<file path="config.mk">
export PLATFORM = sky130hd
export DESIGN_NAME = muldiv_unit
export DESIGN_NICKNAME = d
export VERILOG_FILES = /design/src/rtl/muldiv_pkg.sv /design/src/rtl/muldiv_datapath.sv /design/src/rtl/muldiv_unit.sv
export SDC_FILE = /design/constraint.sdc
export NUM_CORES = 1
export LEC_CHECK = 0
export ABC_AREA = 0
export ABC_CLOCK_PERIOD_IN_PS = 7100
export BUFFER_PORTS_ARGS = -buffer_cell sky130_fd_sc_hd__buf_2
export CAP_MARGIN = 20
export CORE_MARGIN = 2
export CORE_UTILIZATION = 45
export CTS_CLUSTER_DIAMETER = 40
export DETAILED_ROUTE_END_ITERATION = 10
export GPL_TIMING_DRIVEN = 0
export PLACE_DENSITY = 0.69
export SLEW_MARGIN = 20
export SYNTH_ARGS = -nofsm -noshare
export SYNTH_HDL_FRONTEND = slang
export SYNTH_SLANG_ARGS = --single-unit
</file>
<file path="constraint.sdc">
create_clock -name CLK -period 7.1 [get_ports CLK]
set_input_delay 1.065 -clock CLK [delete_from_list [all_inputs] [get_ports CLK]]
set_output_delay 1.065 -clock CLK [all_outputs]
set_load 0.01 [all_outputs]
</file>
<file path="src/rtl/muldiv_pkg.sv">
// Shared definitions for the iterative RV32M multiply/divide unit:
// funct3 encodings, FSM state encoding, widths and operand-signedness helpers.
package muldiv_pkg;

    localparam int XLEN  = 32;
    localparam int STEPS = 32;
    localparam int CNT_W = 5;

    localparam logic [CNT_W-1:0] CNT_LAST = CNT_W'(STEPS - 1);

    localparam logic [2:0] F3_MUL    = 3'b000;
    localparam logic [2:0] F3_MULH   = 3'b001;
    localparam logic [2:0] F3_MULHSU = 3'b010;
    localparam logic [2:0] F3_MULHU  = 3'b011;
    localparam logic [2:0] F3_DIV    = 3'b100;
    localparam logic [2:0] F3_DIVU   = 3'b101;
    localparam logic [2:0] F3_REM    = 3'b110;
    localparam logic [2:0] F3_REMU   = 3'b111;

    typedef enum logic [1:0] {
        S_IDLE   = 2'b00,
        S_CALC   = 2'b01,
        S_FINISH = 2'b10,
        S_DONE   = 2'b11
    } state_e;

    function automatic logic is_div(input logic [2:0] f3);
        return f3[2];
    endfunction

    function automatic logic rs1_signed(input logic [2:0] f3);
        logic r;
        case (f3)
            F3_MUL, F3_MULH, F3_MULHSU, F3_DIV, F3_REM: r = 1'b1;
            default:                                    r = 1'b0;
        endcase
        return r;
    endfunction

    function automatic logic rs2_signed(input logic [2:0] f3);
        logic r;
        case (f3)
            F3_MUL, F3_MULH, F3_DIV, F3_REM: r = 1'b1;
            default:                         r = 1'b0;
        endcase
        return r;
    endfunction

endpackage

</file>
<file path="src/rtl/muldiv_datapath.sv">
// Operand latches, shared shift-add / restoring-divide accumulators and
// final sign fix-up; the result register only changes on completion.
module muldiv_datapath
    import muldiv_pkg::*;
(
    input  logic            clk,
    input  logic            reset,
    input  logic            load,
    input  logic            step,
    input  logic            finish,
    input  logic [2:0]      funct3,
    input  logic [XLEN-1:0] rs1_val,
    input  logic [XLEN-1:0] rs2_val,
    output logic            special,
    output logic [XLEN-1:0] result
);

    logic [2:0]      f3_r;
    logic [XLEN-1:0] opnd_r;
    logic [XLEN:0]   acc_hi_r;
    logic [XLEN-1:0] acc_lo_r;
    logic            neg_q_r;
    logic            neg_r_r;
    logic [XLEN-1:0] result_r;

    logic            a_neg_s;
    logic            b_neg_s;
    logic [XLEN-1:0] a_mag_s;
    logic [XLEN-1:0] b_mag_s;
    logic            ovf_s;
    logic            special_s;
    logic [XLEN-1:0] special_res_s;
    logic [XLEN:0]   sum_s;
    logic [XLEN:0]   shift_s;
    logic [XLEN+1:0] diff_s;
    logic [XLEN:0]   next_hi_s;
    logic [XLEN-1:0] next_lo_s;
    logic [2*XLEN-1:0] prod_s;
    logic [XLEN-1:0] quo_s;
    logic [XLEN-1:0] rem_s;
    logic [XLEN-1:0] fin_res_s;

    // Operand magnitudes, sign flags and special-case detection at start.
    always_comb begin
        a_neg_s = rs1_signed(funct3) & rs1_val[XLEN-1];
        b_neg_s = rs2_signed(funct3) & rs2_val[XLEN-1];
        a_mag_s = a_neg_s ? (~rs1_val + 32'd1) : rs1_val;
        b_mag_s = b_neg_s ? (~rs2_val + 32'd1) : rs2_val;
        ovf_s   = rs1_signed(funct3) && (rs1_val == 32'h8000_0000) && (rs2_val == 32'hFFFF_FFFF);
        special_s = is_div(funct3) && ((rs2_val == 32'd0) || ovf_s);
        case (funct3)
            F3_DIV:  special_res_s = ovf_s ? 32'h8000_0000 : 32'hFFFF_FFFF;
            F3_DIVU: special_res_s = 32'hFFFF_FFFF;
            F3_REM:  special_res_s = ovf_s ? 32'd0 : rs1_val;
            F3_REMU: special_res_s = rs1_val;
            default: special_res_s = 32'd0;
        endcase
    end

    // One radix-2 iteration: shift-add for multiply, restoring step for divide.
    always_comb begin
        sum_s   = {1'b0, acc_hi_r[XLEN-1:0]} + (acc_lo_r[0] ? {1'b0, opnd_r} : 33'd0);
        shift_s = {acc_hi_r[XLEN-1:0], acc_lo_r[XLEN-1]};
        diff_s  = {1'b0, shift_s} - {2'b00, opnd_r};
        if (is_div(f3_r)) begin
            if (diff_s[XLEN+1]) begin
                next_hi_s = shift_s;
                next_lo_s = {acc_lo_r[XLEN-2:0], 1'b0};
            end else begin
                next_hi_s = diff_s[XLEN:0];
                next_lo_s = {acc_lo_r[XLEN-2:0], 1'b1};
            end
        end else begin
            next_hi_s = {1'b0, sum_s[XLEN:1]};
            next_lo_s = {sum_s[0], acc_lo_r[XLEN-1:1]};
        end
    end

    // Sign correction and result-field selection once iterations finish.
    always_comb begin
        prod_s = {acc_hi_r[XLEN-1:0], acc_lo_r};
        if (neg_q_r) begin
            prod_s = ~prod_s + 64'd1;
        end else begin
            prod_s = prod_s;
        end
        quo_s = neg_q_r ? (~acc_lo_r + 32'd1) : acc_lo_r;
        rem_s = neg_r_r ? (~acc_hi_r[XLEN-1:0] + 32'd1) : acc_hi_r[XLEN-1:0];
        case (f3_r)
            F3_MUL:                       fin_res_s = prod_s[XLEN-1:0];
            F3_MULH, F3_MULHSU, F3_MULHU: fin_res_s = prod_s[2*XLEN-1:XLEN];
            F3_DIV, F3_DIVU:              fin_res_s = quo_s;
            F3_REM, F3_REMU:              fin_res_s = rem_s;
            default:                      fin_res_s = 32'd0;
        endcase
    end

    // Accumulator, operand and result registers.
    always_ff @(posedge clk) begin
        if (reset) begin
            f3_r     <= 3'd0;
            opnd_r   <= 32'd0;
            acc_hi_r <= 33'd0;
            acc_lo_r <= 32'd0;
            neg_q_r  <= 1'b0;
            neg_r_r  <= 1'b0;
            result_r <= 32'd0;
        end else if (load) begin
            // Multiply: opnd = multiplicand, lo = multiplier. Divide: opnd = divisor, lo = dividend.
            f3_r     <= funct3;
            opnd_r   <= is_div(funct3) ? b_mag_s : a_mag_s;
            acc_hi_r <= 33'd0;
            acc_lo_r <= is_div(funct3) ? a_mag_s : b_mag_s;
            neg_q_r  <= a_neg_s ^ b_neg_s;
            neg_r_r  <= a_neg_s;
            result_r <= special_s ? special_res_s : result_r;
        end else if (step) begin
            acc_hi_r <= next_hi_s;
            acc_lo_r <= next_lo_s;
        end else if (finish) begin
            result_r <= fin_res_s;
        end else begin
            result_r <= result_r;
        end
    end

    assign special = special_s;
    assign result  = result_r;

endmodule

</file>
<file path="src/rtl/muldiv_unit.sv">
// Iterative RV32M execute unit: FSM, iteration counter and registered
// write-back handshake around the shared multiply/divide datapath.
module muldiv_unit
    import muldiv_pkg::*;
(
    input  logic            CLK,
    input  logic            reset,
    input  logic            start,
    input  logic [2:0]      funct3,
    input  logic [XLEN-1:0] rs1_val,
    input  logic [XLEN-1:0] rs2_val,
    input  logic [4:0]      rd_in,
    output logic            busy,
    output logic            done,
    output logic            wb_we,
    output logic [4:0]      wb_rd,
    output logic [XLEN-1:0] result
);

    state_e           state_r;
    state_e           next_state_s;
    logic [CNT_W-1:0] cnt_r;
    logic             accept_s;
    logic             special_s;
    logic [4:0]       rd_next_s;
    logic             busy_r;
    logic             done_r;
    logic             wb_we_r;
    logic [4:0]       wb_rd_r;

    muldiv_datapath u_datapath (
        .clk     (CLK),
        .reset   (reset),
        .load    (accept_s),
        .step    (state_r == S_CALC),
        .finish  (state_r == S_FINISH),
        .funct3  (funct3),
        .rs1_val (rs1_val),
        .rs2_val (rs2_val),
        .special (special_s),
        .result  (result)
    );

    // Next-state logic; start is only looked at in IDLE.
    always_comb begin
        next_state_s = state_r;
        accept_s     = 1'b0;
        case (state_r)
            S_IDLE: begin
                if (start) begin
                    accept_s     = 1'b1;
                    next_state_s = special_s ? S_DONE : S_CALC;
                end else begin
                    next_state_s = S_IDLE;
                end
            end
            S_CALC: begin
                if (cnt_r == CNT_LAST) begin
                    next_state_s = S_FINISH;
                end else begin
                    next_state_s = S_CALC;
                end
            end
            S_FINISH: next_state_s = S_DONE;
            S_DONE:   next_state_s = S_IDLE;
            default:  next_state_s = S_IDLE;
        endcase
        rd_next_s = accept_s ? rd_in : wb_rd_r;
    end

    // State, counter and registered handshake outputs.
    always_ff @(posedge CLK) begin
        if (reset) begin
            state_r <= S_IDLE;
            cnt_r   <= 5'd0;
            busy_r  <= 1'b0;
            done_r  <= 1'b0;
            wb_we_r <= 1'b0;
            wb_rd_r <= 5'd0;
        end else begin
            state_r <= next_state_s;
            cnt_r   <= (state_r == S_CALC) ? cnt_r + 5'd1 : 5'd0;
            busy_r  <= (next_state_s != S_IDLE);
            done_r  <= (next_state_s == S_DONE);
            wb_we_r <= (next_state_s == S_DONE) && (rd_next_s != 5'd0);
            wb_rd_r <= rd_next_s;
        end
    end

    assign busy  = busy_r;
    assign done  = done_r;
    assign wb_we = wb_we_r;
    assign wb_rd = wb_rd_r;

endmodule

</file>
# After elaboration in Yosys (flattened, before gate mapping)
# Index checks and enable logic that the tools add are counted.
[op_classes]
addsub = 8
bitwise = 9
mux = 31
eq_ne = 22
reduce_logical = 21
[op_table]
columns = ["cell", "n"]
rows = [
  ["2-to-1 mux 32 bit", 17],
  ["case mux 32 bit (4 select lines)", 2],
  ["adder 32 x 1 -> 32 bit, second input constant", 4],
  ["inverter 32 bit", 4],
  ["adder 64 x 1 -> 64 bit, second input constant", 1],
  ["equality test 32 bit, second input constant", 2],
  ["2-to-1 mux 64 bit", 1],
  ["inverter 64 bit", 1],
  ["subtractor 33 x 32 -> 34 bit", 1],
  ["adder 32 x 32 -> 33 bit", 1],
  ["zero test 32 bit", 1],
  ["2-to-1 mux 31 bit", 1],
  ["equality test 3 bit, second input constant", 8],
  ["equality test 3 x 2 -> 1 bit, second input constant", 3],
  ["case mux 2 bit (4 select lines)", 1],
  ["OR reduction 2 bit", 4],
  ["equality test 2 bit, second input constant", 3],
  ["equality test 3 x 1 -> 1 bit, second input constant", 2],
  ["zero test 3 bit", 2],
  ["2-to-1 mux 2 bit", 3],
  ["nonzero test 2 bit", 3],
  ["adder 5 x 1 -> 5 bit, second input constant", 1],
  ["equality test 5 bit, second input constant", 1],
  ["2-to-1 mux 1 bit", 5],
  ["other kinds (15)", 19],
]
[word_totals]
word_cells = 104
input_bits = 75
reg_bits = 148

# Logic depth before layout (Yosys ltp)
# Gate-level depths: netlist of run 1.
[depth]
word_depth = 12
depth_mapped = 15

# Modules after synthesis
# From an unflattened synthesis of run 1, not the netlist that was laid out.
[hier_totals]
cells_unflattened = 2180
area_unflattened_um2 = 15366.0
[modules_own_cells]
columns = ["module", "instances", "area_each_um2", "seq_area_each_um2", "cells_per_inst"]
rows = [
  ["muldiv_datapath", 1, 14791.7, 2662.6, 2121],
  ["muldiv_unit", 1, 574.3, 300.3, 59],
]

# Worst setup path before layout of run 1
# OpenSTA, ideal clock, no wires.
[synth_path]
path_type = "in2reg"
start = "input rs2_val[4]"
end = "register u_datapath.result_r[26] (netlist: u_datapath.result[26])"
cell_stages = 9
slack_ns = 3.685
path_buffers = 1
arrival_time_ns = 3.283
required_ns = 6.968
setup_ns = 0.132
cell_sequence = "or4_4 -> or4_4 -> nor3_4 -> nand3_1 -> o31ai_2 -> a31oi_2 -> buf_2 -> nor3_1 -> nor3_1"
[synth_via]
elab_chain_cells = 6
elab_cells_between_ends = 12
classes_between = "2 x eq/ne; 5 x mux; 5 x reduce/logical"
[synth_lines]
columns = ["element", "line_no", "rtl"]
rows = [
  ["from (decl)", "muldiv_unit.sv:11", "input logic [XLEN-1:0] rs2_val,"],
  ["equality test 32 bit", "muldiv_datapath.sv:49", "ovf_s = rs1_signed(funct3) && (rs1_val == 32'h8000_0000) && (rs2_val == 32'hFFFF_FFFF);"],
  ["logical AND 1 bit", "muldiv_datapath.sv:49", ""],
  ["2-to-1 mux 32 bit (tied with other cells)", "muldiv_datapath.sv:54", "F3_REM: special_res_s = ovf_s ? 32'd0 : rs1_val;"],
  ["case mux 32 bit (4 select lines) / logical AND 1 bit (equally long branches)", "muldiv_datapath.sv:51, muldiv_datapath.sv:50", ""],
  ["2-to-1 mux 32 bit / inequality test 2 x 1 -> 1 bit (equally long branches)", "-", ""],
  ["2-to-1 mux 32 bit / AND reduction 3 bit (equally long branches)", "-", ""],
  ["to (signal assigned)", "muldiv_datapath.sv:116", "result_r <= special_s ? special_res_s : result_r;"],
  ["to (signal assigned)", "muldiv_datapath.sv:121", "result_r <= fin_res_s;"],
  ["to (signal assigned)", "muldiv_datapath.sv:123", "result_r <= result_r;"],
  ["to (decl)", "muldiv_datapath.sv:24", "logic [XLEN-1:0] result_r;"],
]
# Parallel ways exist; a longest one is shown, timed or not. The select of a mux whose other input is x is not followed.
# A chain may end at the register's enable or synchronous reset.

# Final worst setup path of run 1
[layout_path]
start = "register u_datapath.acc_hi_r[7]"
end = "register u_datapath.acc_hi_r[6]"
[layout_via]
elab_chain_cells = 3
elab_cells_between_ends = 4
classes_between = "2 x add/sub; 2 x mux"
[layout_lines]
columns = ["element", "line_no", "rtl"]
rows = [
  ["from (decl)", "muldiv_datapath.sv:20", "logic [XLEN:0] acc_hi_r;"],
  ["from (signal assigned)", "muldiv_datapath.sv:118", "acc_hi_r <= next_hi_s;"],
  ["subtractor 33 x 32 -> 34 bit", "muldiv_datapath.sv:64", "diff_s = {1'b0, shift_s} - {2'b00, opnd_r};"],
  ["2-to-1 mux 32 bit", "muldiv_datapath.sv:66", "if (diff_s[XLEN+1]) begin"],
  ["2-to-1 mux 32 bit (*)", "muldiv_datapath.sv:65", "if (is_div(f3_r)) begin"],
]
# Mark *: on every way between the ends. The rest lies on a longest branch, timed or not.

==> results of run 1 <==
## cells in the final DEF (no fill, tap or decap), types with 39 or more instances in the layout
cell type / netlist / layout
a211oi_1: 39 / 39
a21oi_1: 201 / 201
buf_2: 12 / 124
clkbuf_1: 113 / 114
dfxtp_1: 148 / 148
ha_1: 71 / 71
inv_1: 64 / 64
mux2i_1: 49 / 49
nand2_1: 197 / 197
nand3_1: 44 / 44
nor2_1: 236 / 236
nor3_1: 41 / 41
o211ai_1: 59 / 59
o21ai_0: 174 / 174
xnor2_1: 85 / 85
xor2_1: 89 / 89
## worst min path at each step
stage                                       start                            endpoint  slack (ps)  depth (start not counted)
2_1_floorplan                 cnt_r[0]$_SDFF_PP0_                 cnt_r[0]$_SDFF_PP0_         420                          1
3_3_place_gp                  cnt_r[0]$_SDFF_PP0_                 cnt_r[0]$_SDFF_PP0_         430                          1
4_1_cts        u_datapath.result[21]$_SDFFE_PP0P_  u_datapath.result[21]$_SDFFE_PP0P_         450                          2
5_1_grt         u_datapath.opnd_r[9]$_SDFFE_PP0P_   u_datapath.opnd_r[9]$_SDFFE_PP0P_         480                          2
3_5_place_dp   u_datapath.result[21]$_SDFFE_PP0P_  u_datapath.result[21]$_SDFFE_PP0P_         440                          2
6_report       u_datapath.result[21]$_SDFFE_PP0P_  u_datapath.result[21]$_SDFFE_PP0P_         450                          2
## power by group
group	internal, mW	switching (mW)
clock network	0.466	0.464
logic	0.443	0.928
registers	0.877	0.0694
total	1.79	1.46
## synthesized netlist by cell type, types with 15 or more instances
library cell  instances
or3_1                15
a211oi_1             39
xnor2_1              85
o211ai_1             59
mux2i_1              49
nor4_1               15
nor2_1              236
clkbuf_1            113
ha_1                 71
nand2_1             197
xor2_1               89
a31oi_1              20
nand3_1              44
a21o_1               36
a21oi_1             201
o31ai_1              31
o21ai_0             174
nand4_1              22
dfxtp_1             148
buf_1                20
nor3_1               41
o22ai_1              29
inv_1                64
## cell type report
cell class	instances	area [um2]	share of cell area (%)
well taps	442	553	3.38
multi-input cells	1706	10800	66.3
clock inverters	14	139	0.849
clock buffers	18	429	2.62
repair buffers	112	561	3.43
diodes	2	5.00	0.0306
plain buffers	152	624	3.82
flip-flops and latches	148	2960	18.1
inverters	66	248	1.51
## per-layer routing
metal  track usage [%]  wire length [um]  up-vias
met3              5.18              6140      188
li1                  -                 -     7820
met5                 0                 0        -
met2              63.5             30800     1049
met4              21.0              4170        0
met1              55.1             29400     8300
## worst reg2reg max path: cells and delay by family (launching register included)
kind,cells,cell delay (ps)
compound gates,7,2100
simple gates,1,210
flops,1,720
buf+inv,2,790
fa+ha+maj,1,410
## logic make-up (layout without fill, tap and decap cells)
family                   Yosys count  count (layout)  share of synthesized area (%)
buffers and inverters            218             362                           5.94
AO/OA/AOI/OAI                    728             728                           31.5
XOR/XNOR                         174             174                           10.4
other                              0               2                              0
multiplexers                      56              56                           3.88
adder cells (fa/ha/maj)           73              73                           6.33
AND/OR/NAND/NOR                  675             675                           21.8
flip-flops                       148             148                           20.2
## sequential cells by signal, summed over array words and instances (netlist names), 2 cells and up
register	flops
u_datapath.acc_hi_r	32
u_datapath.acc_lo_r	32
u_datapath.opnd_r	32
u_datapath.result	32
cnt_r	5
wb_rd	5
u_datapath.f3_r	3
state_r	2
==> results.json, run 1 <==
{
  "grt_max_degree": 17,
  "cpPeakStageDelay_ps": 720,
  "dp_hpwl_um": 56500,
  "cp_data_arrival_time_ps": 4680,
  "drv_cap": 0,
  "grt_setup_unrepaired": "false",
  "antenna_found_initial": 0,
  "synth.avg_cell_area_um2": 7.08,
  "worst_slew_pin_slew_ps": 1080,
  "io_buffers": 112,
  "clock_sinks": 148,
  "clk_pin_slew_worst_paths_ps": 80,
  "post_dp_cell_area_um2": 15800,
  "cts-root-buf": "clkbuf_16",
  "yosys-top-cells-area": "dfxtp_1 (20%), a21oi_1 (6.9%), ha_1 (6.1%)",
  "cpMostUsedCell": "buf_2",
  "syn-num-nets": 2220,
  "netlist_area_um2": 14700,
  "finish.net_count": 2351,
  "dr.pass1.iters": 6,
  "clock_latency_ps": 470,
  "die_h_um": 185,
  "tns_ps": 0,
  "grt_pass1_vias": 15500,
  "yosysTopAreaCell": "dfxtp_1",
  "holdWs_ps": 449,
  "yosysSeqAreaShare_pct": 20.2,
  "worst-setup-path-type": "register to register",
  "status": "finished clean",
  "post-route-period-util_pct": 60.9,
  "cts.path.max_buffers": 2,
  "critPathBufInv": 2,
  "async_reset_ff_share_pct": 0,
  "drcViolationCount": 0,
  "synth_edf_count": 0,
  "ys.flop_type": "dfxtp_1",
  "cts.repair.resized": 0,
  "core_um2": 32300,
  "leakage_nw": 6.40,
  "setup_viol": 0,
  "reg2reg_depth": 11,
  "setup.worst_path.start_class": "register",
  "hold_class": "register to register",
  "ys_seq_elements": 148,
  "die-area_um2": 34100,
  "globalplace.congestion": 1.01,
  "areaGrowthSynthToFinish_pct": 11.5,
  "crit_slowest_cell": "dfxtp_1",
  "ir_worst_vdd_mv": 0.174,
  "path_cells": "ha_1 -> and3_1 -> a221o_1 -> o2111a_1 -> o21ai_0 -> a31oi_1 -> a211oi_2 -> buf_2 -> buf_2 -> o211ai_1 -> a32o_1",
  "end_kind": "register",
  "utilization_pct": 50.7,
  "via_per_inst": 6.53,
  "max_freq_ghz": 0.231,
  "cp_top_family": "compound AO/OA/AOI/OAI gates",
  "cts-hold-fix-buffers": 0,
  "fin_ws_ps": 2780,
  "max_slew_margin_pct": 27.9,
  "nFillCells": 3343,
  "drive_above_1_share_pct": 9.43,
  "crit_path_end": "u_datapath.acc_hi_r[6]$_SDFFE_PP0P_",
  "drt.antenna.violating_nets": 0,
  "hold_violations": 0,
  "start_util_pct": 45.5,
  "yosysWarnings": 0,
  "htreeDepth": 4,
  "stdcell_count": 2660,
  "grt_pass1_wl_um": 102000,
  "finish.instance_area_um2": 16400,
  "r2r_end": "u_datapath.acc_hi_r[6]$_SDFFE_PP0P_",
  "required_ps": 7450,
  "drv_slew": 0,
  "regToRegSetupSlack_ps": 2780,
  "routed_wirelength_um": 70500,
  "track_usage_pct": 40.8,
  "crit_fanout": 10,
  "total_power_mw": 3.25,
  "yosysTopAreaCellShare_pct": 20.2,
  "vias": 17400,
  "pin_count": 115,
  "wire_per_inst_um": 26.5,
  "dp_slack_ps": 2750,
  "cts_made_buffers": 17,
  "cellPowerDensity_nw_per_um2": 198,
  "die_x_um": 185,
  "cp-startpoint": "u_datapath.acc_hi_r[7]$_SDFFE_PP0P_",
  "drtIter0Drc": 2069,
  "period_minus_slack_ps": 4320,
  "worst-path-stages": 11,
  "overflow": 0,
  "yosysUniqueCellTypes": 85,
  "rr_startpoint": "u_datapath.acc_hi_r[7]$_SDFFE_PP0P_",
  "row_count": 66,
  "clock_skew_ps": 17.2,
  "synthCells": 2072,
  "cts_setup_buffers": 0,
  "cts_tree": "yes",
  "dp.cells": 2626
}
Note: power is estimated with default switching activity, not from simulation.
==> run 2, diff against run 1 <==
ABC_CLOCK_PERIOD_IN_PS = 4410   (was 7100)
clock period = 4.41 ns   (was 7.1 ns; I/O delays follow)
==> run 2 against run 1 <==
  * Via count shrank 0.39%
  * Critical path depth did not move
  * Cell area barely moved
  * Sequential power grew 61%
  * Die area stayed put
  * Clock-buffer cell count stayed put
  * Global-route usage unchanged
==> results.json, run 2 (synthesis results as in run 1) <==
{
  "grt_pass1_vias": 15500,
  "drt.antenna.violating_nets": 0,
  "critPathBufInv": 2,
  "mostFrequentLayoutCell": "nor2_1",
  "htreeDepth": 4,
  "start_util_pct": 45.5,
  "grt_max_degree": 17,
  "grt_pass1_wl_um": 102000,
  "setup.worst_path.start_class": "register",
  "track_usage_pct": 40.8,
  "cts_setup_buffers": 0,
  "end_kind": "register",
  "setup_viol": 0,
  "drv_slew": 0,
  "max_slew_margin_pct": 32.6,
  "period_minus_slack_ps": 4250,
  "core_um2": 32300,
  "via_per_inst": 6.50,
  "cp_top_family": "compound AO/OA/AOI/OAI gates",
  "io_buffers": 112,
  "die_x_um": 185,
  "overflow": 0,
  "cts_made_buffers": 17,
  "crit_slowest_cell": "dfxtp_1",
  "cts.repair.resized": 0,
  "worst-setup-path-type": "register to register",
  "worst_slew_pin_slew_ps": 1010,
  "dr.pass1.iters": 6,
  "required_ps": 4760,
  "finish.instance_area_um2": 16400,
  "routed_wirelength_um": 70500,
  "cpMostUsedCell": "buf_2",
  "tns_ps": 0,
  "clk_pin_slew_worst_paths_ps": 80,
  "die_h_um": 185,
  "pin_count": 115,
  "ir_worst_vdd_mv": 0.277,
  "grt_setup_unrepaired": "false",
  "status": "finished clean",
  "dp_hpwl_um": 56500,
  "finish.net_count": 2351,
  "cts-root-buf": "clkbuf_16",
  "clock_latency_ps": 460,
  "die-area_um2": 34100,
  "globalplace.congestion": 1.01,
  "drive_above_1_share_pct": 9.48,
  "cpPeakStageDelay_ps": 670,
  "post_dp_cell_area_um2": 15800,
  "post-route-period-util_pct": 96.3,
  "cts_tree": "yes",
  "utilization_pct": 50.7,
  "drv_cap": 0,
  "cp_data_arrival_time_ps": 4600,
  "clock_skew_ps": 15.0,
  "leakage_nw": 6.41,
  "cellPowerDensity_nw_per_um2": 319,
  "areaGrowthSynthToFinish_pct": 11.6,
  "hold_class": "register to register",
  "wire_per_inst_um": 26.5,
  "cts-hold-fix-buffers": 0,
  "crit_fanout": 10,
  "row_count": 66,
  "cts.path.max_buffers": 2,
  "final_cell_mix": "nor2_1 (236), a21oi_1 (201), nand2_1 (197), o21ai_0 (174), dfxtp_1 (147)",
  "drcViolationCount": 0,
  "path_cells": "ha_1 -> a21o_1 -> a221o_1 -> o2111a_1 -> o21ai_0 -> a31oi_1 -> a211oi_2 -> buf_2 -> buf_2 -> o211ai_1 -> a32o_1",
  "max_freq_ghz": 0.235,
  "drtIter0Drc": 2189,
  "hold_violations": 0,
  "vias": 17300,
  "antenna_found_initial": 0,
  "clock_sinks": 148
}
-- run 2: cell type report --
| type | count | area [um2] |
|---|---|---|
| antenna | 2 | 5.00 |
| buffer | 152 | 624 |
| inverter | 66 | 248 |
| fill | 3345 | 15900 |
| clock inverter | 14 | 139 |
| clock buffer | 18 | 429 |
| multi-input combinational | 1706 | 10800 |
| timing repair buffer | 112 | 561 |
| tap | 442 | 553 |
| sequential | 148 | 2960 |
-- run 2: power by group --
| group | internal, mW | switching (mW) | leakage (nW) |
|---|---|---|---|
| Combinational | 0.715 | 1.50 | 4.93 |
| Clock | 0.750 | 0.739 | 0.270 |
| Sequential | 1.41 | 0.112 | 1.21 |
-- run 2: metal layers --
layer | track usage, % | vias to the layer above | share of wire (%)
li1 | - | 7812 | -
met1 | 55.1 | 8279 | 41
met2 | 63.5 | 1014 | 44
met3 | 5.18 | 184 | 9.1
met4 | 21.0 | 0 | 5.8
met5 | 0 | - | 0
-- run 2: worst paths after layout --
path / startpoint / end / slack, ps / cells past startpoint
min reg2reg: u_datapath.result[21]$_SDFFE_PP0P_ / u_datapath.result[21]$_SDFFE_PP0P_ / 450 / 2
max reg2reg: u_datapath.acc_hi_r[4]$_SDFFE_PP0P_ / u_datapath.acc_hi_r[6]$_SDFFE_PP0P_ / 160 / 11
min: u_datapath.result[21]$_SDFFE_PP0P_ / u_datapath.result[21]$_SDFFE_PP0P_ / 450 / 2
max: u_datapath.acc_hi_r[4]$_SDFFE_PP0P_ / u_datapath.acc_hi_r[6]$_SDFFE_PP0P_ / 160 / 11
-- run 2: worst register-to-register path: stages (launching register included) --
cell and delay (ps):
dfxtp_1 670, ha_1 400, a21o_1 200, a221o_1 400
o2111a_1 360, o21ai_0 190, a31oi_1 210, a211oi_2 530
buf_2 420, buf_2 350, o211ai_1 150, a32o_1 250
-- run 2: through the flow --
stage	instances	total power, mW	worst slack, ps	hold slack [ps]
2_1_floorplan	2072	2.90	1320	418
3_3_place_gp	2626	3.65	281	433
3_5_place_dp	2626	3.66	240	442
4_1_cts	2658	5.12	215	451
5_1_grt	2658	5.41	8.93	478
6_report	2660	5.22	163	450
